===== config.mk =====
export PLATFORM = sky130hd
export DESIGN_NAME = gameover_image_reader_flat
export DESIGN_NICKNAME = d
export VERILOG_FILES = /design/src/rtl/piano_tiles_pkg.sv /design/src/rtl/gameover_image_reader_if.sv /design/src/rtl/gameover_addr_gen.sv /design/src/rtl/gameover_image_reader.sv /design/src/flat_wrapper.sv
export SDC_FILE = /design/constraint.sdc
export NUM_CORES = 1
export LEC_CHECK = 0
export ABC_AREA = 1
export CAP_MARGIN = 10
export CORE_ASPECT_RATIO = 0.5
export CORE_UTILIZATION = 41
export DETAILED_ROUTE_END_ITERATION = 16
export PLACE_DENSITY = 0.67
export SLEW_MARGIN = 15
export SYNTH_ARGS = -nofsm -noshare
export SYNTH_HDL_FRONTEND = slang
export SYNTH_SLANG_ARGS = --single-unit

===== constraint.sdc =====
create_clock -name i_clk2 -period 2.4 [get_ports i_clk2]
set_clock_uncertainty 0.2 [all_clocks]
set_input_delay 0.48 -clock i_clk2 [delete_from_list [all_inputs] [get_ports i_clk2]]
set_output_delay 0.48 -clock i_clk2 [all_outputs]
set_load 0.05 [all_outputs]

===== src/rtl/piano_tiles_pkg.sv =====
// piano_tiles_pkg: screen geometry, game-over image placement and the
// state encoding shared by the game-over image reader.
package piano_tiles_pkg;

    localparam int SCREEN_W  = 640;
    localparam int SCREEN_H  = 480;

    localparam int GO_IMG_W  = 480;
    localparam int GO_IMG_H  = 360;
    localparam int GO_X0     = 80;
    localparam int GO_Y0     = 60;
    localparam int GO_ADDR_W = 18;

    localparam logic [7:0] BG_COLOR = 8'h00;

    typedef enum logic [1:0] {
        IDLE  = 2'd0,
        ARMED = 2'd1,
        SHOW  = 2'd2
    } go_state_t;

endpackage


===== src/rtl/gameover_image_reader_if.sv =====
// gameover_image_reader_if: scan position from the VGA timing generator,
// the image ROM read port and the aligned pixel outputs.
// master = timing generator / ROM / colour mux side, slave = the reader.
interface gameover_image_reader_if #(
    parameter int ADDR_W = piano_tiles_pkg::GO_ADDR_W
);
    logic              i_pix_tick;
    logic [9:0]        i_x;
    logic [9:0]        i_y;
    logic              i_video_on;
    logic              i_show;
    logic [ADDR_W-1:0] o_rom_addr;
    logic [7:0]        i_rom_data;
    logic [7:0]        o_pixel;
    logic              o_video_on;
    logic              o_active;
    logic              o_addr_err;

    modport slave (
        input  i_pix_tick, i_x, i_y, i_video_on, i_show, i_rom_data,
        output o_rom_addr, o_pixel, o_video_on, o_active, o_addr_err
    );

    modport master (
        output i_pix_tick, i_x, i_y, i_video_on, i_show, i_rom_data,
        input  o_rom_addr, o_pixel, o_video_on, o_active, o_addr_err
    );
endinterface


===== src/rtl/gameover_addr_gen.sv =====
// gameover_addr_gen: window compare, row-major ROM address counter and the
// sticky address-consistency checker for the game-over image.
module gameover_addr_gen import piano_tiles_pkg::*; #(
    parameter int IMG_W  = GO_IMG_W,
    parameter int IMG_H  = GO_IMG_H,
    parameter int X0     = GO_X0,
    parameter int Y0     = GO_Y0,
    parameter int ADDR_W = GO_ADDR_W
) (
    input  logic              clk_i,
    input  logic              rst_ni,
    input  logic              pix_tick_i,
    input  logic [9:0]        x_i,
    input  logic [9:0]        y_i,
    input  logic              video_on_i,
    input  logic              show_st_i,
    output logic              in_win_o,
    output logic              frame_start_o,
    output logic [ADDR_W-1:0] rom_addr_o,
    output logic              addr_err_o
);
    localparam logic [9:0] X_LO   = 10'(X0);
    localparam logic [9:0] X_HI   = 10'(X0 + IMG_W);
    localparam logic [9:0] X_LAST = 10'(X0 + IMG_W - 1);
    localparam logic [9:0] Y_LO   = 10'(Y0);
    localparam logic [9:0] Y_HI   = 10'(Y0 + IMG_H);
    localparam logic [9:0] Y_LAST = 10'(Y0 + IMG_H - 1);

    localparam logic [ADDR_W-1:0] LAST_ADDR = ADDR_W'(IMG_W * IMG_H - 1);
    localparam logic [ADDR_W-1:0] TOTAL     = ADDR_W'(IMG_W * IMG_H);
    localparam logic [ADDR_W-1:0] ONE       = ADDR_W'(1);

    logic              in_win_s;
    logic              frame_start_s;
    logic              inc_s;
    logic              at_last_s;
    logic              err_set_s;
    logic [ADDR_W-1:0] cnt_q, cnt_d;
    logic [ADDR_W-1:0] rom_addr_q, rom_addr_d;
    logic              err_q, err_d;

    assign in_win_s      = video_on_i &&
                           (x_i >= X_LO) && (x_i < X_HI) &&
                           (y_i >= Y_LO) && (y_i < Y_HI);
    assign frame_start_s = pix_tick_i && (x_i == 10'd0) && (y_i == 10'd0);
    assign inc_s         = pix_tick_i && in_win_s && show_st_i && !frame_start_s;
    assign at_last_s     = inc_s && (x_i == X_LAST) && (y_i == Y_LAST);

    // The last window pixel must see the last address. Stepping onto TOTAL
    // anywhere else, or trying to step past it, means ticks were gained or lost.
    assign err_set_s = (at_last_s && (cnt_q != LAST_ADDR)) ||
                       (inc_s && !at_last_s && (cnt_q == LAST_ADDR)) ||
                       (inc_s && (cnt_q == TOTAL));

    // Counter, address register and error flag next-state values
    always_comb begin
        cnt_d      = cnt_q;
        rom_addr_d = rom_addr_q;
        err_d      = err_q | err_set_s;
        if (frame_start_s) begin
            cnt_d = {ADDR_W{1'b0}};
        end else if (inc_s && (cnt_q != TOTAL)) begin
            cnt_d = cnt_q + ONE;
        end else begin
            cnt_d = cnt_q;
        end
        if (in_win_s) begin
            rom_addr_d = cnt_q;
        end else begin
            rom_addr_d = rom_addr_q;
        end
    end

    // Address counter, registered ROM address and sticky error flag
    always_ff @(posedge clk_i or negedge rst_ni) begin
        if (!rst_ni) begin
            cnt_q      <= {ADDR_W{1'b0}};
            rom_addr_q <= {ADDR_W{1'b0}};
            err_q      <= 1'b0;
        end else begin
            cnt_q      <= cnt_d;
            rom_addr_q <= rom_addr_d;
            err_q      <= err_d;
        end
    end

    assign in_win_o      = in_win_s;
    assign frame_start_o = frame_start_s;
    assign rom_addr_o    = rom_addr_q;
    assign addr_err_o    = err_q;

endmodule


===== src/rtl/gameover_image_reader.sv =====
// gameover_image_reader: arms on the game-over request, starts drawing on a
// frame boundary and returns ROM pixels aligned 3 clocks after the scan
// coordinates, with a background colour outside the image window.
module gameover_image_reader import piano_tiles_pkg::*; #(
    parameter int         IMG_W    = GO_IMG_W,
    parameter int         IMG_H    = GO_IMG_H,
    parameter int         X0       = GO_X0,
    parameter int         Y0       = GO_Y0,
    parameter int         ADDR_W   = GO_ADDR_W,
    parameter logic [7:0] BG_COLOR = piano_tiles_pkg::BG_COLOR
) (
    input  logic                   i_clk2,
    input  logic                   i_rst_n,
    gameover_image_reader_if.slave bus
);
    go_state_t         state_q, state_d;
    logic              in_win_s;
    logic              frame_start_s;
    logic              show_st_s;
    logic              win_s;
    logic [ADDR_W-1:0] rom_addr_s;
    logic              addr_err_s;
    logic              active_q;
    logic              win_d1_q, win_d2_q;
    logic              von_d1_q, von_d2_q, von_d3_q;
    logic [7:0]        pixel_q, pixel_d;

    assign show_st_s = (state_q == SHOW);
    assign win_s     = in_win_s && show_st_s;

    gameover_addr_gen #(
        .IMG_W  (IMG_W),
        .IMG_H  (IMG_H),
        .X0     (X0),
        .Y0     (Y0),
        .ADDR_W (ADDR_W)
    ) u_addr_gen (
        .clk_i         (i_clk2),
        .rst_ni        (i_rst_n),
        .pix_tick_i    (bus.i_pix_tick),
        .x_i           (bus.i_x),
        .y_i           (bus.i_y),
        .video_on_i    (bus.i_video_on),
        .show_st_i     (show_st_s),
        .in_win_o      (in_win_s),
        .frame_start_o (frame_start_s),
        .rom_addr_o    (rom_addr_s),
        .addr_err_o    (addr_err_s)
    );

    // Next state: a dropped request always wins; SHOW only begins on frame_start
    always_comb begin
        state_d = state_q;
        case (state_q)
            IDLE: begin
                if (bus.i_show) state_d = ARMED;
                else            state_d = IDLE;
            end
            ARMED: begin
                if (!bus.i_show)        state_d = IDLE;
                else if (frame_start_s) state_d = SHOW;
                else                    state_d = ARMED;
            end
            SHOW: begin
                if (!bus.i_show) state_d = IDLE;
                else             state_d = SHOW;
            end
            default: state_d = IDLE;
        endcase
    end

    // Output mux: ROM data lines up with win_d2, background with von_d2
    always_comb begin
        pixel_d = 8'h00;
        if (win_d2_q) begin
            pixel_d = bus.i_rom_data;
        end else if (von_d2_q) begin
            pixel_d = BG_COLOR;
        end else begin
            pixel_d = 8'h00;
        end
    end

    // State register and the free-running alignment pipeline
    always_ff @(posedge i_clk2 or negedge i_rst_n) begin
        if (!i_rst_n) begin
            state_q  <= IDLE;
            active_q <= 1'b0;
            win_d1_q <= 1'b0;
            win_d2_q <= 1'b0;
            von_d1_q <= 1'b0;
            von_d2_q <= 1'b0;
            von_d3_q <= 1'b0;
            pixel_q  <= 8'h00;
        end else begin
            state_q  <= state_d;
            active_q <= (state_d == SHOW);
            win_d1_q <= win_s;
            win_d2_q <= win_d1_q;
            von_d1_q <= bus.i_video_on;
            von_d2_q <= von_d1_q;
            von_d3_q <= von_d2_q;
            pixel_q  <= pixel_d;
        end
    end

    assign bus.o_rom_addr = rom_addr_s;
    assign bus.o_pixel    = pixel_q;
    assign bus.o_video_on = von_d3_q;
    assign bus.o_active   = active_q;
    assign bus.o_addr_err = addr_err_s;

endmodule


===== src/flat_wrapper.sv =====
// flat-port wrapper written by rule: the top's interface ports become plain ports
module gameover_image_reader_flat import piano_tiles_pkg::*;
#(
    parameter int         IMG_W    = GO_IMG_W,
    parameter int         IMG_H    = GO_IMG_H,
    parameter int         X0       = GO_X0,
    parameter int         Y0       = GO_Y0,
    parameter int         ADDR_W   = GO_ADDR_W,
    parameter logic [7:0] BG_COLOR = piano_tiles_pkg::BG_COLOR
)
  (i_clk2, i_rst_n, bus_i_pix_tick, bus_i_x, bus_i_y, bus_i_video_on, bus_i_show, bus_i_rom_data, bus_o_rom_addr, bus_o_pixel, bus_o_video_on, bus_o_active, bus_o_addr_err);
  gameover_image_reader_if #(.ADDR_W(ADDR_W)) bus_i ();
  input  logic i_clk2;
  input  logic i_rst_n;
  input wire logic [$bits(bus_i.i_pix_tick)-1:0] bus_i_pix_tick;
  input wire logic [$bits(bus_i.i_x)-1:0] bus_i_x;
  input wire logic [$bits(bus_i.i_y)-1:0] bus_i_y;
  input wire logic [$bits(bus_i.i_video_on)-1:0] bus_i_video_on;
  input wire logic [$bits(bus_i.i_show)-1:0] bus_i_show;
  input wire logic [$bits(bus_i.i_rom_data)-1:0] bus_i_rom_data;
  output wire logic [$bits(bus_i.o_rom_addr)-1:0] bus_o_rom_addr;
  output wire logic [$bits(bus_i.o_pixel)-1:0] bus_o_pixel;
  output wire logic [$bits(bus_i.o_video_on)-1:0] bus_o_video_on;
  output wire logic [$bits(bus_i.o_active)-1:0] bus_o_active;
  output wire logic [$bits(bus_i.o_addr_err)-1:0] bus_o_addr_err;
  assign bus_i.i_pix_tick = bus_i_pix_tick;
  assign bus_i.i_x = bus_i_x;
  assign bus_i.i_y = bus_i_y;
  assign bus_i.i_video_on = bus_i_video_on;
  assign bus_i.i_show = bus_i_show;
  assign bus_i.i_rom_data = bus_i_rom_data;
  assign bus_o_rom_addr = bus_i.o_rom_addr;
  assign bus_o_pixel = bus_i.o_pixel;
  assign bus_o_video_on = bus_i.o_video_on;
  assign bus_o_active = bus_i.o_active;
  assign bus_o_addr_err = bus_i.o_addr_err;
  gameover_image_reader #(.IMG_W(IMG_W), .IMG_H(IMG_H), .X0(X0), .Y0(Y0), .ADDR_W(ADDR_W), .BG_COLOR(BG_COLOR)) u_core (.i_clk2(i_clk2), .i_rst_n(i_rst_n), .bus(bus_i));
endmodule

== After elaboration in Yosys (flattened, before gate mapping) ==
Cells that the tools add are included.
W data, S select, Z words.

* Register bits after elaboration: 53
* Input bits: 33
* Output and inout bits: 29
* Word-level logic and storage cells: 59

* $add $sub $neg: 1
* Order comparisons: 4
* Equality and inequality tests: 9
* Multiplexer cells: 8
* Bitwise operators: 1
* Reduce and logical (&&, ||, !) cells: 25

{| class="wikitable"
|+ Operators by type and width
! kind !! count
|-
| $eq A18 B18 Y1 const B || 2
|-
| $mux W18 || 2
|-
| $ne A18 B18 Y1 const B || 2
|-
| $logic_not A10 Y1 || 2
|-
| $add A18 B1 Y18 const B || 1
|-
| $logic_and A1 B1 Y1 || 17
|-
| $eq A10 B10 Y1 const B || 1
|-
| $eq A10 B9 Y1 const B || 1
|-
| $ge A10 B6 Y1 const B || 1
|-
| $ge A10 B7 Y1 const B || 1
|-
| $lt A10 B10 Y1 const B || 1
|-
| $lt A10 B9 Y1 const B || 1
|-
| $mux W8 || 1
|-
| $mux W2 || 3
|-
| $pmux W2 S3 || 1
|-
| $eq A2 B2 Y1 const B || 2
|-
| $eq A2 B1 Y1 const B || 1
|-
| $logic_not A1 Y1 || 2
|-
| $logic_not A2 Y1 || 1
|-
| $logic_or A1 B1 Y1 || 2
|-
| $reduce_bool A2 Y1 || 1
|-
| $mux W1 || 1
|-
| $or A1 B1 Y1 || 1
|}

== Depth between registers and ports, before layout ==
* Depth in word-level cells: 16
* Mapped depth: 12
* Depth with buffers taken out: 11

== Cells and area by module ==
From an unflattened synthesis, not the netlist that was laid out.

* Cell total of the unflattened synthesis: 382
* Area, all modules: 2925.3 um2

{| class="wikitable"
|+ By module, submodules not included
! module !! instances !! cells an instance !! area each (um2) !! sequential area each (um2)
|-
| gameover_addr_gen || 1 || 336 || 2396.0 || 925.9
|-
| gameover_image_reader || 1 || 46 || 529.3 || 400.4
|}

== Worst setup path after synthesis ==
OpenSTA, ideal clock, no wires.

* Path kind: input-to-reg
* From: input port bus_i_y[3]
* To: register u_core.u_addr_gen.cnt_q[15]
* Library setup time: 118 ps
* Arrival: 1451 ps
* Required time: 2082 ps
* Slack: 631 ps
* Stages on the path: 11
* Buffers on the path: 1
* Cell sequence: inv_1 -> nand2_1 -> nand2_1 -> nand2_1 -> nand2_1 -> nand2_1 -> nor2_4 -> nand4_4 -> buf_4 -> nand3_1 -> nand2_1

* Cells in the longest elaborated chain, start to end: 8
* Elaborated cells between the ends (all ways): 13
* Those cells by class: order compare (2); mux (1); reduce/logical (10)

{| class="wikitable"
|+ RTL lines
! what !! RTL line !! source
|-
| start, declared || flat_wrapper.sv:17 || <nowiki>input wire logic [$bits(bus_i.i_y)-1:0] bus_i_y;</nowiki>
|-
| $ge A10 B6 Y1 || gameover_addr_gen.sv:44 || <nowiki>(y_i >= Y_LO) && (y_i < Y_HI);</nowiki>
|-
| $logic_and A1 B1 Y1 || gameover_addr_gen.sv:43 || <nowiki>(x_i >= X_LO) && (x_i < X_HI) &&</nowiki>
|-
| $logic_and A1 B1 Y1 || gameover_addr_gen.sv:44 ||
|-
| $logic_and A1 B1 Y1 (3 in series) || gameover_addr_gen.sv:46 || <nowiki>assign inc_s = pix_tick_i && in_win_s && show_st_i && !frame_start_s;</nowiki>
|-
| $logic_and A1 B1 Y1 || gameover_addr_gen.sv:62 || <nowiki>end else if (inc_s && (cnt_q != TOTAL)) begin</nowiki>
|-
| $reduce_bool A2 Y1 (no line) || n/a ||
|-
| end signal, assigned || gameover_addr_gen.sv:77 || <nowiki>cnt_q <= {ADDR_W{1'b0}};</nowiki>
|-
| end signal, assigned || gameover_addr_gen.sv:81 || <nowiki>cnt_q <= cnt_d;</nowiki>
|-
| end, declared || gameover_addr_gen.sv:38 || <nowiki>logic [ADDR_W-1:0] cnt_q, cnt_d;</nowiki>
|}

Several ways; a longest one is shown, not always the timed one.
A chain may end at the register's enable or synchronous reset.

== Worst setup path in the final report ==
* From: register u_core.u_addr_gen.rom_addr_q[4], in the netlist u_core.u_addr_gen.rom_addr_o[4]
* To: output port bus_o_rom_addr[4]

{| class="wikitable"
|+ RTL lines
! what !! RTL line !! source
|-
| start, declared || gameover_addr_gen.sv:39 || <nowiki>logic [ADDR_W-1:0] rom_addr_q, rom_addr_d;</nowiki>
|-
| start signal, assigned || gameover_addr_gen.sv:78 || <nowiki>rom_addr_q <= {ADDR_W{1'b0}};</nowiki>
|-
| start signal, assigned || gameover_addr_gen.sv:82 || <nowiki>rom_addr_q <= rom_addr_d;</nowiki>
|-
| end, declared || flat_wrapper.sv:21 || <nowiki>output wire logic [$bits(bus_i.o_rom_addr)-1:0] bus_o_rom_addr;</nowiki>
|}

No word-level cell between the ends.

==> run_results.csv <==
group,metric,value,unit
pwr,p_leak,1.790,nW
timing,clock.fmax,468.2,MHz
flow_run,maxCapViolCount,0,
timing,setup_tns,0,ns
cts,cts_setup_buffers,0,
cts,cts_hold_buf,1,
critical_path,start_kind,"flop",
floorplan,rows,20,
global_routing,first_global_vias,2435,
timing,fin_crit_sh,88.99,%
cts,clock_path_buffers,2,
synth,syn_avg_cell_area,7.625,sq um
min_path,worstHoldPathType,"flop to flop",
critical_path,worstPathArrival,1.46,ns
critical_path,crit_path_end_kind,"output port",
critical_path,cp_num_buf_inv,1,
cells_and_area,area_delta_synth_final,32.16,%
routing,routed_via_density,4.968,
critical_path,crit_type,"flop to output port",
synth,netlist_instances,372,
cts,clock_latency,0.29,ns
global_routing,grt_max_degree,35,
routing,drc,0,
timing,setup_viol,0,
routing,via_count,2623,
cts,cts_inserted_buffers,5,
floorplan,die_w,119.6,um
floorplan,initial_core_util,44.63,%
global_routing,antenna_found_initial,0,
synth,yosysSeqAreaShare,46.76,%
timing,rsz0062_at_grt,"no",
critical_path,slowest_stage,"clkdlybuf4s50_1",
timing,max_slew.worst_pin.slew,0.5241,ns
cts,cts_root_buf,"clkbuf_16",
critical_path,crit_family,"buffers and inverters",
timing,slew_headroom,64.95,%
routing,ant_nets,0,
pwr,switching_share,20.75,%
synth,syn-cell-area,0.002836,sq mm
floorplan,dieArea,0.007275,sq mm
critical_path,cp_slowest_stage_delay,0.81,ns
timing,finalCriticalPeriod,2.136,ns
floorplan,die_h,60.82,um
synth,synth_cell_types,26,
critical_path,critPathMaxFanout,2,
critical_path,cp_data_required_time,1.72,ns
placed_design,gp_congestion,0.8651,
pwr,p_int,1.408,mW
routing,wl_per_cell,12.88,um
routing,routed_wl,6798,um
cts,htreeDepth,2,
pwr,seq_power_share,50.6,%
placed_design,dpl.hpwl,5306,um
pwr,comb_power_share,7.7,%
cts,clock-sinks,53,
placed_design,dpl_worst_slack,0.01832,ns
cells_and_area,drive_gt1_share,7.727,%
synth,synth_nets,407,
timing,hold_slack,0.1597,ns
cells_and_area,fin_nets,474,
pwr,pwr_density_cell,474.0,mW/mm^2
critical_path,reg2reg_slack,0.32,ns
timing,report.final.slew_viol_count,0,
critical_path,crit_chain,"clkdlybuf4s50_1",
global_routing,grt.overflow.total,0,
pwr,pwr-share-clk,41.7,%
placed_design,io_buffers,61,
timing,fin_ws,0.2642,ns
critical_path,r2r-start,"u_core.u_addr_gen.cnt_q[0]$_DFFE_PN0P_",
critical_path,critPathLaunch,"u_core.u_addr_gen.rom_addr_o[4]$_DFFE_PN0N_",
floorplan,io_pins,62,
timing,hold_viol_final,0,
cells_and_area,fin_area,0.003749,sq mm
routing,dr.pass1.iters,5,
run_status,outcome,"complete, no violations",
synth,yosysWarnings,0,
cts,clk_pin_slew_worst_paths,0.06,ns
pwr,power.switching,368.7,uW
cells_and_area,insertedDiodeCount,0,
synth,ys_ff_latch,53,
floorplan,core,0.006356,sq mm
global_routing,grt_use_total,20.09,%
pwr,vdd_drop_max,0.2617,mV
cts,cts.repair.resized,0,
min_path,min_from,"u_core.von_d2_q$_DFF_PN0_",
global_routing,grt_pass1_wl,11320,um
cts,cts_tree,"done",
routing,drt_iter0_drc,194,
placed_design,post_dp_cell_area,0.003581,sq mm
[cell usage after synthesis]
cell type	count	area [sq um]
a21oi_1	1	5.000
buf_2	8	40.04
buf_4	1	7.510
buf_6	2	22.52
clkbuf_1	1	3.750
clkbuf_2	1	5.000
dfrtp_1	53	1326
ha_1	2	25.02
inv_1	48	180.2
inv_2	2	7.510
nand2_1	107	401.6
nand2_2	1	6.260
nand2_4	1	11.26
nand3_1	39	195.2
nand3_4	1	17.52
nand4_1	10	62.56
nand4_4	1	21.27
nor2_1	44	165.2
nor2_2	2	12.51
nor2_4	3	33.78
nor3_1	8	40.04
nor3_2	3	30.03
nor3b_1	1	7.510
o21ai_0	19	95.09
xnor2_1	1	8.760
xor2_1	12	105.1
[per-layer routing]
| metal | up-vias | GRT usage (%) | routed length (um) |
|---|---|---|---|
| li1 | 1295 | - | - |
| met1 | 1225 | 27.26 | 3348 |
| met2 | 96 | 33.94 | 2935 |
| met3 | 7 | 3.571 | 453 |
| met4 | 0 | 5.536 | 61 |
| met5 | - | 0 | 0 |
[state kept, by name, summed over array words and instances (netlist names)]
name and count:
u_core.bus.o_active 1, u_core.von_d1_q 1, u_core.state_q 2, u_core.von_d2_q 1, u_core.u_addr_gen.rom_addr_o 18, u_core.win_d1_q 1
u_core.u_addr_gen.addr_err_o 1, u_core.u_addr_gen.cnt_q 18, u_core.bus.o_pixel 8, u_core.win_d2_q 1, u_core.bus.o_video_on 1
[final timing paths]
| path | endpoint | depth (start not counted) |
|---|---|---|
| worst max-delay path | bus_o_rom_addr[4] | 1 |
| worst min-delay path | u_core.bus.o_video_on$_DFF_PN0_ | 0 |
| worst max register to register | u_core.u_addr_gen.addr_err_o$_DFF_PN0_ | 10 |
| worst min register to register | u_core.bus.o_video_on$_DFF_PN0_ | 0 |
| max in group asynchronous | u_core.u_addr_gen.rom_addr_o[0]$_DFFE_PN0N_ | 3 |
| min in group asynchronous | u_core.state_q[1]$_DFF_PN0_ | 2 |
[cells in the final DEF (no fill, tap or decap), types with 2 or more instances in the layout]
master,synthesis,routed
nor2_2,2,2
buf_12,0,2
clkdlybuf4s50_1,0,60
buf_4,1,9
xor2_1,12,12
nand3_1,39,39
clkbuf_8,0,2
clkbuf_16,0,5
nor2_1,44,44
inv_2,2,2
dfrtp_1,53,53
nor3_2,3,3
nand4_1,10,10
nor2_4,3,3
ha_1,2,2
nand2_1,107,107
nor3_1,8,8
inv_1,48,48
o21ai_0,19,19
[area by class of cell]
type	count	area (sq um)
Timing Repair Buffer	73	723.2
Sequential cell	53	1326
Fill cell	591	2608
Inverter	50	187.7
Clock inverter	1	5.005
Tap cell	88	110.1
Multi-Input combinational cell	256	1244
Clock buffer	7	152.6
[cells by family (layout without fill, tap and decap cells)]
logic type,after synthesis,count (layout),share of synthesized area [%]
flip-flops,53,53,46.76
buffers and inverters,63,131,9.395
XOR/XNOR,13,13,4.014
AND/OR/NAND/NOR,221,221,35.42
AO/OA/AOI/OAI,20,20,3.529
adder cells (fa/ha/maj),2,2,0.8821
[power groups by stage]
stage / combinational, mW / sequential (mW) / clock (mW)
after detailed placement: 0.138 / 0.915 / 0
after CTS: 0.140 / 0.898 / 0.756
final: 0.138 / 0.898 / 0.741
after floorplan: 0.0344 / 0.919 / 0
after global placement: 0.135 / 0.915 / 0
after global routing: 0.152 / 0.898 / 0.793
[per-stage QoR]
step | utilization (%) | cells | power (mW)
3_5_place_dp | 56.34 | 519 | 1.053
6_report | 58.98 | 528 | 1.777
2_1_floorplan | - | 372 | 0.9534
3_3_place_gp | 56.34 | 519 | 1.050
5_1_grt | 58.98 | 528 | 1.842
4_1_cts | 58.98 | 528 | 1.794
Note: power is estimated with default switching activity, not from simulation.
